==> src/rtl/mem_port_arbiter.sv <==
// Purpose : shares one single-ported, variable-latency memory between the fetch port and the
//           data port; data wins unless fetch has waited MAX_DSTREAK data grants.
// Latency : gnt in the IDLE cycle, mem_req from the next cycle, done one cycle after mem_ack.
// Backpr. : one access in flight; gnt stays low while busy, so requesters hold req until gnt.
//
// Ports:
//   clk, rst                      clock, synchronous active-high reset
//   if_req/if_addr -> if_gnt      fetch request, combinational grant
//   if_done/if_err/if_rdata       fetch completion pulse, timeout flag, read data
//   d_req/d_we/d_addr/d_wdata     data request (load/store), d_gnt combinational grant
//   d_done/d_err/d_rdata          data completion pulse, timeout flag, load data (0 for stores)
//   mem_req/mem_we/mem_addr/...   registered memory command
//   mem_ack/mem_rdata             memory completion pulse and read data
module mem_port_arbiter #(
  parameter int ADDR_W      = 32,
  parameter int DATA_W      = 32,
  parameter int MAX_DSTREAK = 4,
  parameter int TIMEOUT     = 16
) (
  input  logic              clk,
  input  logic              rst,
  input  logic              if_req,
  input  logic [ADDR_W-1:0] if_addr,
  output logic              if_gnt,
  output logic              if_done,
  output logic              if_err,
  output logic [DATA_W-1:0] if_rdata,
  input  logic              d_req,
  input  logic              d_we,
  input  logic [ADDR_W-1:0] d_addr,
  input  logic [DATA_W-1:0] d_wdata,
  output logic              d_gnt,
  output logic              d_done,
  output logic              d_err,
  output logic [DATA_W-1:0] d_rdata,
  output logic              mem_req,
  output logic              mem_we,
  output logic [ADDR_W-1:0] mem_addr,
  output logic [DATA_W-1:0] mem_wdata,
  input  logic              mem_ack,
  input  logic [DATA_W-1:0] mem_rdata
);

  localparam logic [1:0] IDLE   = 2'd0;
  localparam logic [1:0] BUSY_I = 2'd1;
  localparam logic [1:0] BUSY_D = 2'd2;

  localparam int DS_W = $clog2(MAX_DSTREAK + 1);
  localparam int WD_W = $clog2(TIMEOUT);
  localparam logic [DS_W-1:0] DS_MAX  = DS_W'(MAX_DSTREAK);
  localparam logic [WD_W-1:0] WD_LAST = WD_W'(TIMEOUT - 1);

  logic [1:0]      state;
  logic [DS_W-1:0] dstreak;   // data grants issued while fetch was waiting
  logic [WD_W-1:0] wd_cnt;    // busy cycles elapsed in the current access

  // Data has priority until fetch has been passed over MAX_DSTREAK times in a row.
  always_comb begin
    d_gnt  = 1'b0;
    if_gnt = 1'b0;
    if (!rst && state == IDLE) begin
      if (d_req && (!if_req || dstreak < DS_MAX)) begin
        d_gnt = 1'b1;
      end else if (if_req) begin
        if_gnt = 1'b1;
      end
    end
  end

  always_ff @(posedge clk) begin
    if (rst) begin
      state     <= IDLE;
      dstreak   <= '0;
      wd_cnt    <= '0;
      mem_req   <= 1'b0;
      mem_we    <= 1'b0;
      mem_addr  <= '0;
      mem_wdata <= '0;
      if_done   <= 1'b0;
      if_err    <= 1'b0;
      if_rdata  <= '0;
      d_done    <= 1'b0;
      d_err     <= 1'b0;
      d_rdata   <= '0;
    end else begin
      if_done <= 1'b0;
      d_done  <= 1'b0;
      case (state)
        IDLE: begin
          if (d_gnt) begin
            mem_req   <= 1'b1;
            mem_we    <= d_we;
            mem_addr  <= d_addr;
            mem_wdata <= d_wdata;
            wd_cnt    <= '0;
            state     <= BUSY_D;
          end else if (if_gnt) begin
            // Fetch never writes; mem_wdata keeps its previous value.
            mem_req  <= 1'b1;
            mem_we   <= 1'b0;
            mem_addr <= if_addr;
            wd_cnt   <= '0;
            state    <= BUSY_I;
          end

          if (if_gnt || !if_req) begin
            dstreak <= '0;
          end else if (d_gnt && dstreak < DS_MAX) begin
            dstreak <= dstreak + DS_W'(1);
          end
        end

        BUSY_I, BUSY_D: begin
          // An ack arriving on the last watchdog cycle still completes normally.
          if (mem_ack || wd_cnt == WD_LAST) begin
            mem_req <= 1'b0;
            state   <= IDLE;
            if (state == BUSY_D) begin
              d_done  <= 1'b1;
              d_err   <= !mem_ack;
              d_rdata <= (mem_ack && !mem_we) ? mem_rdata : '0;
            end else begin
              if_done  <= 1'b1;
              if_err   <= !mem_ack;
              if_rdata <= mem_ack ? mem_rdata : '0;
            end
          end else begin
            wd_cnt <= wd_cnt + WD_W'(1);
          end
        end

        default: begin
          mem_req <= 1'b0;
          state   <= IDLE;
        end
      endcase
    end
  end

endmodule

==> config.mk <==
export PLATFORM = sky130hd
export DESIGN_NAME = mem_port_arbiter
export DESIGN_NICKNAME = d
export VERILOG_FILES = /design/src/rtl/mem_port_arbiter.sv
export SDC_FILE = /design/constraint.sdc
export NUM_CORES = 1
export LEC_CHECK = 0
export BUFFER_PORTS_ARGS = -buffer_cell sky130_fd_sc_hd__buf_2
export CAP_MARGIN = 20
export CORE_ASPECT_RATIO = 1.2
export CORE_UTILIZATION = 25
export DETAILED_ROUTE_END_ITERATION = 7
export GPL_ROUTABILITY_DRIVEN = 0
export PLACE_DENSITY = 0.57
export REMOVE_ABC_BUFFERS = 1
export SLEW_MARGIN = 0
export SYNTH_ARGS = -nofsm -noshare
export SYNTH_HDL_FRONTEND = slang
export SYNTH_SLANG_ARGS = --single-unit
==> constraint.sdc <==
create_clock -name clk -period 3.1 [get_ports clk]
set_clock_uncertainty 0.15 [all_clocks]
set_input_delay 0.155 -clock clk [delete_from_list [all_inputs] [get_ports clk]]
set_output_delay 0.155 -clock clk [all_outputs]
set_load 0.01 [all_outputs]
==> metrics.yaml <==
status: "finished, violations left"
violations: "design-rule violations"
htree_levels: 4
grt_pass1_vias: 5654
synth-edff-count: 0
setup_ws_ns: 0.309
synth_cells: 589
placed_area_um2: 7080
required_ns: 3.31
worst-slew-pin-transition_ns: 0.738
syn-cell-area_um2: 5590
ctsLongestPathBuffers: 2
wl_per_cell_um: 13.7
critical_path_arrival_ns: 3.00
synth_area_leaders: "dfxtp_1, mux2i_1, a22o_1"
cp-start-kind: "flop"
port_buffers: 269
worstSetupEndpointType: "flop"
setup_violations: 0
die_width_um: 138
met2_length_mm: 8.30
max-cap-violations: 0
drc: 40
path_class: "flop to flop"
powerDensity_nw_per_um2: 551
synth_top_area_share: 0.513
ant_nets: 0
num_vias: 5620
period_needed_ns: 2.79
cts_tree: "built"
yosys_register_bits: 143
drive_gt1_frac: 0.325
cts-buffers-inserted: 17
synth.distinct_cells: 39
cts_sinks: 143
synth_top_flop_cell: "dfxtp_1"
p_leak_nw: 4.40
synth_area_per_cell_um2: 9.48
min_period_over_period: 0.900
grt_usage: 0.152
top_layer_used: "met4"
hold-worst-slack_ns: 0.0568
initial_core_util: 0.256
grt-ovfl-total: 0
n_antenna_cell: 0
placementRows: 59
crit_family: "buffers and inverters"
dp_hpwl_mm: 10.4
drt-vias-per-instance: 4.48
critPathBufInv: 3
clock_latency_ns: 0.41
finalHoldViolCount: 0
irDropWorstVdd_mv: 0.358
cts.reportedPaths.clkPinSlew_ns: 0.06
ios: 270
path_cells: "inv_1 > ha_1 > nand2_1 > a211o_2 > buf_6 > nor2_1 > a211oi_1 > dlygate4sd3_1"
rsz0062_at_grt: "false"
min_path_type: "primary input to flop"
dp_slack_ns: 0.773
drt_wl_total_mm: 17.2
fin_nets: 1106
cts-root-buf: "clkbuf_16"
die_y_um: 166
crit_slowest_cell: "dlygate4sd3_1"
slew_violations: 0
drt_pass1_iterations: 6
seq_area_frac_synth: 0.513
max_freq_ghz: 0.358
grt_max_degree: 99
synth_top_cell_by_area: "dfxtp_1"
stdcell_area_um2: 8990
core_um2: 21800
route.met3.wl_mm: 1.07
critPathMaxStageDelay_ns: 0.59
relSlewSlack: 0.508
wl_met1_mm: 7.68
drtIter0Drc: 204
dieArea_um2: 22900
utilization: 0.413
area_growth_pct: 61.0
yosys_warnings: 0
grt_antenna_before_repair: 0
crit_fanout: 98
grt_pass1_wl_mm: 28.1
synth_async_sr_flop_share: 0
==> synthesized netlist by cell type, drive strengths merged, types with 3 or more instances <==
| cell type | n |
|---|---|
| nor2 | 40 |
| o21ai | 35 |
| ha | 4 |
| nand3b | 34 |
| a21oi | 8 |
| nand3 | 36 |
| clkbuf | 16 |
| dfxtp | 143 |
| a211oi | 35 |
| a31oi | 3 |
| buf | 33 |
| inv | 7 |
| a22o | 32 |
| nand2b | 34 |
| mux2i | 33 |
| nand2 | 74 |
==> layout make-up <==
cell class                      count  area (µm²)
Fill cell                        2105       12800
Multi-Input combinational cell    390        2430
Clock buffer                       19         443
Tap cell                          274         343
Inverter                            7        26.3
Timing Repair Buffer              409        2730
Sequential cell                   143        2860
Clock inverter                     13         153
==> cell usage in the layout (no fill, tap or decap), drive strengths merged, types with 19 or more instances in the layout <==
| cell | n |
|---|---|
| buf | 278 |
| a211oi | 35 |
| nand3b | 34 |
| nand2 | 74 |
| mux2i | 33 |
| o21ai | 35 |
| a22o | 32 |
| nand2b | 34 |
| dlygate4sd3 | 131 |
| nor2 | 40 |
| dfxtp | 143 |
| nand3 | 36 |
| clkbuf | 19 |
==> sequential cells by signal (all words and copies together), names as in the netlist <==
| signal | cells |
|---|---|
| mem_req | 1 |
| dstreak | 3 |
| if_done | 1 |
| if_rdata | 32 |
| state | 2 |
| d_rdata | 32 |
| mem_wdata | 32 |
| d_err | 1 |
| mem_we | 1 |
| mem_addr | 32 |
| if_err | 1 |
| d_done | 1 |
| wd_cnt | 4 |
==> worst paths after layout <==
path / endpoint / depth (start not counted) / slack [ns] / startpoint
worst max-delay path: mem_addr[13] / 8 / 0.31 / state[0]
worst min-delay path: dstreak[2] / 5 / 0.06 / d_req
worst max register to register: mem_addr[13] / 8 / 0.31 / state[0]
worst min register to register: d_rdata[20] / 2 / 0.31 / d_rdata[20]
==> metal layers <==
layer,global-route usage,up-vias
li1,-,2816
met1,0.180,2586
met2,0.261,206
met3,0.0430,12
met4,0.0542,0
met5,0,-
==> report_power, final <==
group	switching, mW	internal (mW)
Clock	0.848	1.22
Combinational	0.410	0.433
Sequential	0.0676	1.97
Total	1.33	3.63
==> kinds of logic (layout without fill, tap and decap cells) <==
logic type,Yosys count,count (layout),synth area share
DFF,143,143,0.513
buffers and inverters,56,448,0.0542
AOI/OAI and AO/OA,121,121,0.152
adders and majority gates,4,4,0.00896
muxes,33,33,0.0591
and+or+nand+nor,232,232,0.213
==> metrics by stage <==
step / instances / TNS [ns] / power (mW)
6_report: 1255 / 0 / 4.95
5_1_grt: 1255 / 0 / 5.19
4_1_cts: 1255 / 0 / 5.01
3_5_place_dp: 1092 / 0 / 2.75
3_3_place_gp: 1092 / 0 / 2.75
2_1_floorplan: 540 / -11.22 / 2.42
==> tightest hold or removal path: stages <==
cell and delay [ns]:
buf_2 0.12, nand2_1 0.09, nor3_1 0.05, a21oi_1 0.11, nor2_1 0.04
==> what timing repair did <==
action                     CTS  global route
hold buffers               131             0
setup buffers                0             0
hold endpoints to repair   134             0
setup endpoints to repair    0             3
gates resized for setup      0             1
No activity file was read; power rests on OpenSTA's default activity.
